**config.mk**
```make
export PLATFORM = sky130hd
export DESIGN_NAME = alu_result_stage
export DESIGN_NICKNAME = d
export VERILOG_FILES = /design/src/rtl/alu_result_stage.sv
export SDC_FILE = /design/constraint.sdc
export NUM_CORES = 1
export LEC_CHECK = 0
export ABC_CLOCK_PERIOD_IN_PS = 1900
export BUFFER_PORTS_ARGS = -buffer_cell sky130_fd_sc_hd__buf_2
export CORE_ASPECT_RATIO = 1.25
export CORE_MARGIN = 8
export CORE_UTILIZATION = 50
export CTS_BUF_LIST = sky130_fd_sc_hd__clkbuf_4 sky130_fd_sc_hd__clkbuf_8
export CTS_CLUSTER_DIAMETER = 120
export DETAILED_ROUTE_END_ITERATION = 10
export PLACE_DENSITY = 0.79
export SYNTH_ARGS = -nofsm -noshare
export SYNTH_HDL_FRONTEND = slang
export SYNTH_SLANG_ARGS = --single-unit
export TNS_END_PERCENT = 100
```
**constraint.sdc**
```tcl
create_clock -name Clk -period 1.9 [get_ports Clk]
set_clock_uncertainty 0.15 [all_clocks]
set_input_delay 0.19 -clock Clk [delete_from_list [all_inputs] [get_ports Clk]]
set_output_delay 0.19 -clock Clk [all_outputs]
set_load 0.01 [all_outputs]
```
**src/rtl/alu_result_stage.sv**
```systemverilog
// ALU result/flag stage: holds the architectural Z/C flags and queues register-file writes
// in an in-order FIFO. Define RF_BYPASS_EN to add a read-address bypass match on the queue.
module alu_result_stage #(
   parameter int unsigned DW    = 8,
   parameter int unsigned AW    = 4,
   parameter int unsigned DEPTH = 2
) (
   input  logic                     Clk,
   input  logic                     Reset,
   input  logic                     InValid,
   output logic                     InReady,
   input  logic [DW-1:0]            AluOut,
   input  logic                     AluZero,
   input  logic                     AluCarry,
   input  logic                     WrEn,
   input  logic [AW-1:0]            WrAddr,
   input  logic                     FlagWr,
   output logic                     ZeroIn,
   output logic                     CarryIn,
   output logic                     RfWrEn,
   output logic [AW-1:0]            RfWrAddr,
   output logic [DW-1:0]            RfWrData,
   input  logic                     RfWrAck,
   output logic [$clog2(DEPTH):0]   Count
`ifdef RF_BYPASS_EN
   ,
   input  logic [AW-1:0]            RdAddr,
   output logic                     BypHit,
   output logic [DW-1:0]            BypData
`endif
);

   localparam int unsigned PW = $clog2(DEPTH);
   localparam int unsigned CW = PW + 1;

   logic [AW-1:0] addr_q [DEPTH];
   logic [DW-1:0] data_q [DEPTH];

   logic [PW-1:0] wr_ptr_q, wr_ptr_d;
   logic [PW-1:0] rd_ptr_q, rd_ptr_d;
   logic [CW-1:0] count_q, count_d;
   logic          z_q, z_d;
   logic          c_q, c_d;

   logic accept;
   logic push;
   logic pop;

   // Full queue blocks accept even when the head is acked this cycle.
   assign InReady = Reset & (count_q < CW'(DEPTH));
   assign accept  = InValid & InReady;
   assign push    = accept & WrEn;
   assign pop     = RfWrEn & RfWrAck;

   assign ZeroIn   = z_q;
   assign CarryIn  = c_q;
   assign RfWrEn   = (count_q != '0);
   assign RfWrAddr = addr_q[rd_ptr_q];
   assign RfWrData = data_q[rd_ptr_q];
   assign Count    = count_q;

   always_comb begin
      wr_ptr_d = wr_ptr_q;
      rd_ptr_d = rd_ptr_q;
      count_d  = count_q;
      z_d      = z_q;
      c_d      = c_q;

      if (accept && FlagWr) begin
         z_d = AluZero;
         c_d = AluCarry;
      end

      if (push) begin
         wr_ptr_d = wr_ptr_q + 1'b1;
      end
      if (pop) begin
         rd_ptr_d = rd_ptr_q + 1'b1;
      end

      unique case ({push, pop})
         2'b10:   count_d = count_q + 1'b1;
         2'b01:   count_d = count_q - 1'b1;
         default: count_d = count_q;
      endcase
   end

   always_ff @(posedge Clk or negedge Reset) begin
      if (!Reset) begin
         wr_ptr_q <= '0;
         rd_ptr_q <= '0;
         count_q  <= '0;
         z_q      <= 1'b0;
         c_q      <= 1'b0;
      end else begin
         wr_ptr_q <= wr_ptr_d;
         rd_ptr_q <= rd_ptr_d;
         count_q  <= count_d;
         z_q      <= z_d;
         c_q      <= c_d;
      end
   end

   // Entry storage needs no reset: occupancy alone decides what is valid.
   always_ff @(posedge Clk) begin
      if (push) begin
         addr_q[wr_ptr_q] <= WrAddr;
         data_q[wr_ptr_q] <= AluOut;
      end
   end

`ifdef RF_BYPASS_EN
   // Walk oldest to youngest so the last match seen is the youngest one.
   always_comb begin
      logic [PW-1:0] idx;
      idx     = '0;
      BypHit  = 1'b0;
      BypData = '0;
      for (int unsigned k = 0; k < DEPTH; k++) begin
         idx = rd_ptr_q + PW'(k);
         if ((CW'(k) < count_q) && (addr_q[idx] == RdAddr)) begin
            BypHit  = 1'b1;
            BypData = data_q[idx];
         end
      end
   end
`endif

endmodule
```
==> results of run 1 <==
-- critical path, stage by stage (launching register included) --
cell and delay, ns:
dfrtp_2 0.57, mux2_2 0.39, buf_2 0.14
-- cell usage in the layout (no fill, tap or decap), types with 3 or more instances in the layout --
master / netlist / layout
buf_4: 1 / 4
buf_2: 0 / 36
clkbuf_4: 0 / 6
edfxtp_1: 24 / 24
nor2_1: 3 / 3
dlygate4sd3_1: 0 / 15
dfrtp_1: 6 / 5
mux2_2: 12 / 12
xnor2_1: 3 / 3
-- power by group through the flow --
stage	Sequential, mW	Clock [mW]	Combinational (mW)
CTS	0.931	0.628	0.566
global placement	0.930	0	0.524
finish	0.930	0.618	0.559
floorplan	0.907	0	0.354
detailed placement	0.939	0	0.538
global route	0.947	0.649	0.615
-- worst paths after layout --
check	to
setup / recovery	RfWrData[1]
min in group asynchronous	wr_ptr_q
max in group asynchronous	rd_ptr_q
setup reg to reg	Count[1]
hold reg to reg	ZeroIn
hold / removal	rd_ptr_q
-- what timing repair did --
item / CTS / global route
gates resized for setup: 1 / 2
setup endpoints to repair: 12 / 1
hold endpoints to repair: 32 / 0
hold buffers: 15 / 0
-- final cells by class --
| cell class | instances | area share |
|---|---|---|
| Multi-Input combinational cell | 28 | 0.165 |
| Clock inverter | 3 | 0.0385 |
| Clock buffer | 5 | 0.0226 |
| Tap cell | 31 | 0.0234 |
| Inverter | 1 | 0.00226 |
| Timing Repair Buffer | 56 | 0.222 |
| Sequential cell | 30 | 0.526 |
-- routing by layer --
| metal | up-vias | global-route usage | wire, um |
|---|---|---|---|
| li1 | 344 | - | - |
| met1 | 351 | 0.112 | 813 |
| met2 | 31 | 0.240 | 1350 |
| met3 | 8 | 0.0631 | 186 |
| met4 | 0 | 0.0720 | 71 |
| met5 | - | 0 | 0 |
-- through the flow --
| stage | instances | setup WS [ns] |
|---|---|---|
| 2_1_floorplan | 60 | 0.0146 |
| 3_3_place_gp | 131 | 0.284 |
| 3_5_place_dp | 131 | 0.226 |
| 4_1_cts | 154 | 0.0370 |
| 5_1_grt | 154 | 0.0168 |
| 6_report | 154 | 0.132 |
-- state kept, by name (all words and copies together), names as in the netlist --
register / cells
ZeroIn: 1
rd_ptr_q: 1
data_q: 16
CarryIn: 1
Count: 2
addr_q: 8
wr_ptr_q: 1
-- kinds of logic (layout without fill, tap and decap cells) --
family | Yosys count | count (layout)
and+or+nand+nor | 8 | 8
adders and majority gates | 1 | 1
xor gates and xnor gates | 5 | 5
DFF | 30 | 30
buffers and inverters | 2 | 65
muxes | 14 | 14
-- cells in the mapped netlist --
cell,n
mux2_1,2
inv_1,1
nor2b_4,1
edfxtp_1,24
ha_1,1
buf_4,1
dfrtp_1,6
mux2_2,12
xnor2_1,3
nand3_1,1
and2_4,1
nand3_2,1
nor2_1,3
xor2_1,2
or2_1,1
==> flow_summary.toml, run 1 <==
[status]
status = "finished, final reports clean"

[clock_network]
insertion_delay_ns = 0.32
post_cts_buffers = 0
clock-root-buffer = "clkbuf_4"
clkTransAtPathRegs_ns = 0.09
cts_made_buffers = 5
htreeDepth = 2
cts_buffer_depth = 2
cts_tree = "done"
cts.sinks = 30

[routing]
wl_mm = 2.42
ant_nets = 0
routedWlPerCell_um = 15.7
drt_iter0_markers = 18
drc = 0
vias = 734
dr.pass1.iters = 4
viasPerCell = 4.77

[cells_and_area]
nNetsFinal = 143
utilization = 0.758
final_cell_area_um2 = 1660
syn_to_final_growth_pct = 44.0
insertedDiodeCount = 0
regArea_um2 = 872
num-fill-cells = 150
layout-drive-gt1-share = 0.528
multi_input_area_um2 = 274

[pwr]
pwr-share-seq = 0.441
p_leak_nw = 0.677
power_frac_clock = 0.293
p_per_area_nw_per_um2 = 1270
ir_drop_uv = 1270
p_total_mw = 2.11
comb_power_share = 0.265
power_switching_mw = 0.575
internal_power_mw = 1.53
switching_share = 0.273

[floorplanning]
die_w_um = 58.9
start_util = 0.526
core_area_um2 = 2190
ios = 38
die_area_um2 = 4100
die_height_um = 69.6
placementRows = 19

[hold_path]
holdCritPathClass = "in -> reg"
min-delay-start = "RfWrAck"
holdPathStages = 3

[timing]
holdWs_ns = 0.0124
finalCritPeriodShare = 0.930
hold_viol = 0
setup_viol = 0
maxSlewHeadroom = 0.790
rsz0062_at_grt = "false"
setup-tns-final_ns = 0
fin_crit_ns = 1.77
tightest_slew_ns = 0.316
maxSlewViolCount = 0
fmax_ghz = 0.566

[synth]
ys_ff_latch = 30
ys.warnings.count = 0
synth_top_family_by_area = "multiplexers"
synth-compound-area-share = 0
synth-xor-area-share = 0.0380
syn_inst = 60
yosys.area.top_type = "edfxtp_1"
syn_avg_cell_area_um2 = 19.2
synthTopCellsByArea = "edfxtp_1 (63%), dfrtp_1 (13%), mux2_2 (12%)"
synthSimpleGateAreaFrac = 0.0478
synth_mux_area_frac = 0.137
post_synth_num_cell_types = 15
synth_area_um2 = 1150
synth_seq_area_share = 0.757
synthesis.nets = 81
synth_fa_ha_area_frac = 0.0109
yosysTopAreaCellShare = 0.626

[global_routing]
grt.overflow.total = 0
grt_pass1_wl_mm = 3.94
grt_max_degree = 14
grt_usage = 0.133
grt_pass1_vias = 828
grt_antenna_before_repair = 0

[critical_path]
setup.worst_path.start_class = "flop"
cp_max_fo = 13
crit_start = "rd_ptr_q"
critPathKind = "reg -> out"
cp.arrival_ns = 1.43
endpoint_kind = "output port"
cp.required_ns = 1.56
r2r_setup_slack_ns = 0.21
r2r_start = "Count[0]"
reg2regPathDepth = 6

[job]
cap_violations = 0

[placement]
routabilityCongestion = 0.644
placed_cell_area_um2 = 1400
dp_hpwl_mm = 1.68
port_buffers = 37
Note: power is estimated with default switching activity, not from simulation.
==> inputs of run 2 (changes only) <==
Settings changed: ABC_CLOCK_PERIOD_IN_PS 1900 to 2200.
Clock period 1.9 ns to 2.2 ns, I/O delays scaled along.
==> run 2 against run 1 <==
Compared with the run above: utilization is 2.8 points lower; total power is 24% lower; die area stayed put; global-route usage is 1.5 points lower; design area is 3.7% lower; via count is 2.9% lower; sequential power is 14% lower; critical endpoint is now addr_q[1][3]; largest cell class unchanged.
==> flow_summary.toml, run 2 (synthesis results as in run 1) <==
[hold_path]
min-delay-start = "RfWrAck"
holdCritPathClass = "in -> reg"
holdPathStages = 3
hold_end = "rd_ptr_q"

[floorplanning]
die_area_um2 = 4100
core_area_um2 = 2190
ios = 38
die_w_um = 58.9
placementRows = 19
start_util = 0.526
die_height_um = 69.6

[global_routing]
globalRouteMet3Util = 0.0668
grt_pass1_wl_mm = 3.57
grt_antenna_before_repair = 0
grt_max_degree = 14
use_met2 = 0.217
grt_pass1_vias = 825
grt.overflow.total = 0
grt_usage = 0.118
gr-usage-met1 = 0.0926
busiest_layer = "met2"

[cells_and_area]
final_cells = 152
layout_commonest_cell = "buf_2"
insertedDiodeCount = 0
num-fill-cells = 165
nNetsFinal = 141
layout_common_cells = "buf_2 (37), edfxtp_1 (24), dlygate4sd3_1 (15)"
multi_input_area_um2 = 269
syn_to_final_growth_pct = 38.7
utilization = 0.730
layout-drive-gt1-share = 0.512
regArea_um2 = 871
largest-register = "data_q"
largest_reg_flops = 16
final_cell_area_um2 = 1600

[critical_path]
cp.required_ns = 2.08
r2r-end = "addr_q[1][3]"
cp_max_fo = 9
setup.worst_path.start_class = "primary input"
reg2regPathDepth = 4
endpoint_kind = "flop"
r2r_setup_slack_ns = 0.44
critPathKind = "in -> reg"
r2r_start = "Count[1]"
cp.arrival_ns = 1.84

[timing]
setup-tns-final_ns = 0
maxSlewViolCount = 0
hold_viol = 0
maxSlewHeadroom = 0.632
holdWs_ns = 0.0526
rsz0062_at_grt = "false"
fmax_ghz = 0.511
finalCritPeriodShare = 0.890
setup_viol = 0
tightest_slew_ns = 0.552
fin_crit_ns = 1.96

[clock_network]
cts_buffer_depth = 2
cts_made_buffers = 5
cts.sinks = 30
clock-root-buffer = "clkbuf_4"
post_cts_buffers = 0
htreeDepth = 2
clkTransAtPathRegs_ns = 0.10
cts_tree = "done"
insertion_delay_ns = 0.32

[routing]
drt_iter0_markers = 17
viasPerCell = 4.69
vias = 713
wl_mm = 2.21
ant_nets = 0
dr.pass1.iters = 4
routedWlPerCell_um = 14.5
drc = 0

[job]
cap_violations = 0

[pwr]
p_per_area_nw_per_um2 = 1010
ir_drop_uv = 769
p_leak_nw = 0.647

[placement]
routabilityCongestion = 0.648
port_buffers = 37
placed_cell_area_um2 = 1380
dp_cells = 129
dp_hpwl_mm = 1.61

[status]
status = "finished, final reports clean"
==> run 2: cell type report <==
type / instances / area share
inverters: 1 / 0.00235
clock inverters: 2 / 0.00784
well taps: 31 / 0.0243
clock buffers: 6 / 0.0321
flip-flops and latches: 30 / 0.545
multi-input cells: 28 / 0.168
repair buffers: 54 / 0.219
==> run 2: worst max-delay path: stages <==
cell,delay [ns]
dlygate4sd3_1,0.52
buf_2,0.19
nor2b_4,0.19
nand3_1,0.17
nor2_1,0.29
buf_4,0.24
==> run 2: report_power, final <==
group          leakage, nW  switching, mW  internal [mW]
logic                0.325          0.203          0.268
clock network       0.0343          0.184          0.153
registers            0.288         0.0985          0.698
==> run 2: worst max path at each step <==
stage / cells after the start / to / slack (ns) / from
5_1_grt: 6 / addr_q[0][1] / 0.10 / Reset
4_1_cts: 2 / RfWrData[3] / 0.23 / rd_ptr_q
6_report: 6 / addr_q[1][3] / 0.24 / Reset
2_1_floorplan: 3 / addr_q[1][0] / 0.31 / Count[1]
3_3_place_gp: 5 / addr_q[1][3] / 0.50 / Reset
3_5_place_dp: 5 / addr_q[1][3] / 0.41 / Reset
==> run 2: through the flow <==
| stage | setup WS, ns | power (mW) |
|---|---|---|
| after floorplan | 0.315 | 1.09 |
| after CTS | 0.226 | 1.63 |
| final | 0.242 | 1.61 |
| after detailed placement | 0.408 | 1.27 |
| after global routing | 0.100 | 1.70 |
| after global placement | 0.496 | 1.26 |
==> run 2: timing repair <==
action,in CTS,in global routing
hold endpoints to repair,32,0
hold buffers,15,0
endpoints found under the setup margin,0,0
gates resized for setup,0,0
==> run 2: layer usage <==
| layer | part of all wire | vias to the layer above |
|---|---|---|
| met5 | 0 | - |
| met4 | 0.017 | 0 |
| met3 | 0.093 | 5 |
| met2 | 0.54 | 31 |
| met1 | 0.35 | 335 |
| li1 | - | 342 |
==> inputs of run 3 (changes only) <==
Settings changed: ABC_CLOCK_PERIOD_IN_PS 2200 to 2400, CORE_ASPECT_RATIO 1.25 to default.
Clock period 2.2 ns to 2.4 ns, I/O delays scaled along.
==> run 3 against run 2 <==
Compared with the run above: non-clock buffer count rose by 1; worst hold slack better by 0.033 ns; utilization decreased by 0.41 points; critical endpoint is now RfWrAddr[2]; highest routed layer unchanged.
==> flow_summary.toml, run 3 (synthesis results as in run 1) <==
[placement]
dp_hpwl_mm = 1.52
routabilityCongestion = 0.626
preCtsSetupSlack_ns = 0.704
port_buffers = 37

[floorplanning]
die_height_um = 64.0
placementRows = 17
start_util = 0.525
ios = 38
core_area_um2 = 2190
die_area_um2 = 4090
die_w_um = 64.0

[timing]
maxSlewHeadroom = 0.623
fin_crit_ns = 1.95
finalCritPeriodShare = 0.812
hold_viol = 0
tightest_slew_ns = 0.566
setup-tns-final_ns = 0
setup_viol = 0
fmax_ghz = 0.513
rsz0062_at_grt = "false"
finalWorstSetupSlack_ns = 0.452
maxSlewViolCount = 0

[critical_path]
setup.worst_path.start_class = "flop"
cp.arrival_ns = 1.56
cp.required_ns = 2.01
endpoint_kind = "output port"
r2r_setup_slack_ns = 0.69
crit_start = "rd_ptr_q"
critPathKind = "reg -> out"
r2r_start = "Count[0]"
cp_max_fo = 13

[global_routing]
grt_max_degree = 14
grt_pass1_vias = 798
grt.overflow.total = 0
grt_pass1_wl_mm = 3.75
grt_usage = 0.120
grt_antenna_before_repair = 0

[pwr]
p_leak_nw = 0.652
p_per_area_nw_per_um2 = 909
ir_drop_uv = 598

[clock_network]
htreeDepth = 2
clock-root-buffer = "clkbuf_4"
insertion_delay_ns = 0.32
cts_tree = "done"
cts.sinks = 30
clkTransAtPathRegs_ns = 0.08
cts_buffer_depth = 2
cts_made_buffers = 5

[routing]
routedWlPerCell_um = 14.9
vias = 711
drc = 0
drt_iter0_markers = 10
wl_mm = 2.24
viasPerCell = 4.74
ant_nets = 0
dr.pass1.iters = 4

[hold_path]
min-delay-start = "RfWrAck"
holdCritPathClass = "in -> reg"

[cells_and_area]
largest-register = "data_q"
largest_reg_flops = 16
insertedDiodeCount = 0
layout_commonest_cell = "buf_2"
layout_common_cells = "buf_2 (37), edfxtp_1 (24), dlygate4sd3_1 (15)"
layout-drive-gt1-share = 0.508
syn_to_final_growth_pct = 38.2
nNetsFinal = 142

[status]
status = "finished, final reports clean"

[job]
cap_violations = 0
[run 3: cell count changes in the layout (fill, tap and decap cells not counted), sizes merged]
cell,previous run,this run
buf,39,40
clkinv,1,2
clkinvlp,1,0
[run 3: layer usage]
metal | share of wire | vias to the layer above | GRT usage
met2 | 0.49 | 29 | 0.194
met4 | 0.019 | 0 | 0.0752
met5 | 0 | - | 0
met3 | 0.076 | 6 | 0.0575
met1 | 0.41 | 332 | 0.122
li1 | - | 344 | -
[run 3: metrics by stage]
stage           util  hold WS, ns  power, mW  cells  area, um^2
2_1_floorplan      -       -0.206      0.998     60        1150
3_3_place_gp   0.633      -0.0774       1.15    127        1390
3_5_place_dp   0.633      -0.0740       1.16    127        1390
4_1_cts        0.726       0.0696       1.46    150        1590
5_1_grt        0.726       0.0769       1.53    150        1590
6_report       0.726       0.0854       1.45    150        1590
[run 3: worst paths after layout]
kind	endpoint	cells past startpoint
max	RfWrAddr[2]	2
min reg2reg	CarryIn	1
min	rd_ptr_q	3
min in group asynchronous	Count[0]	2
max reg2reg	Count[1]	5
max in group asynchronous	rd_ptr_q	2
[run 3: repair_timing]
item | 4_1_cts | 5_1_grt
endpoints found under the hold margin | 32 | 0
buffers inserted | 0 | 0
resized for setup | 0 | 0
hold buffers | 15 | 0
[run 3: where the power goes]
group / internal, mW / leakage (nW) / switching [mW]
registers: 0.640 / 0.288 / 0.0917
clock network: 0.121 / 0.0331 / 0.158
logic: 0.247 / 0.331 / 0.187
[run 3: area by class of cell]
class | instances | area (um^2)
Sequential cell | 30 | 871
Timing Repair Buffer | 55 | 358
Clock inverter | 2 | 8.76
Fill cell | 150 | 601
Inverter | 1 | 3.75
Tap cell | 28 | 35.0
Multi-Input combinational cell | 28 | 269
Clock buffer | 6 | 45.0
[run 3: critical path, stage by stage, from the launching register on]
cell and delay (ns):
dfrtp_1 0.70, mux2_2 0.40, buf_2 0.14
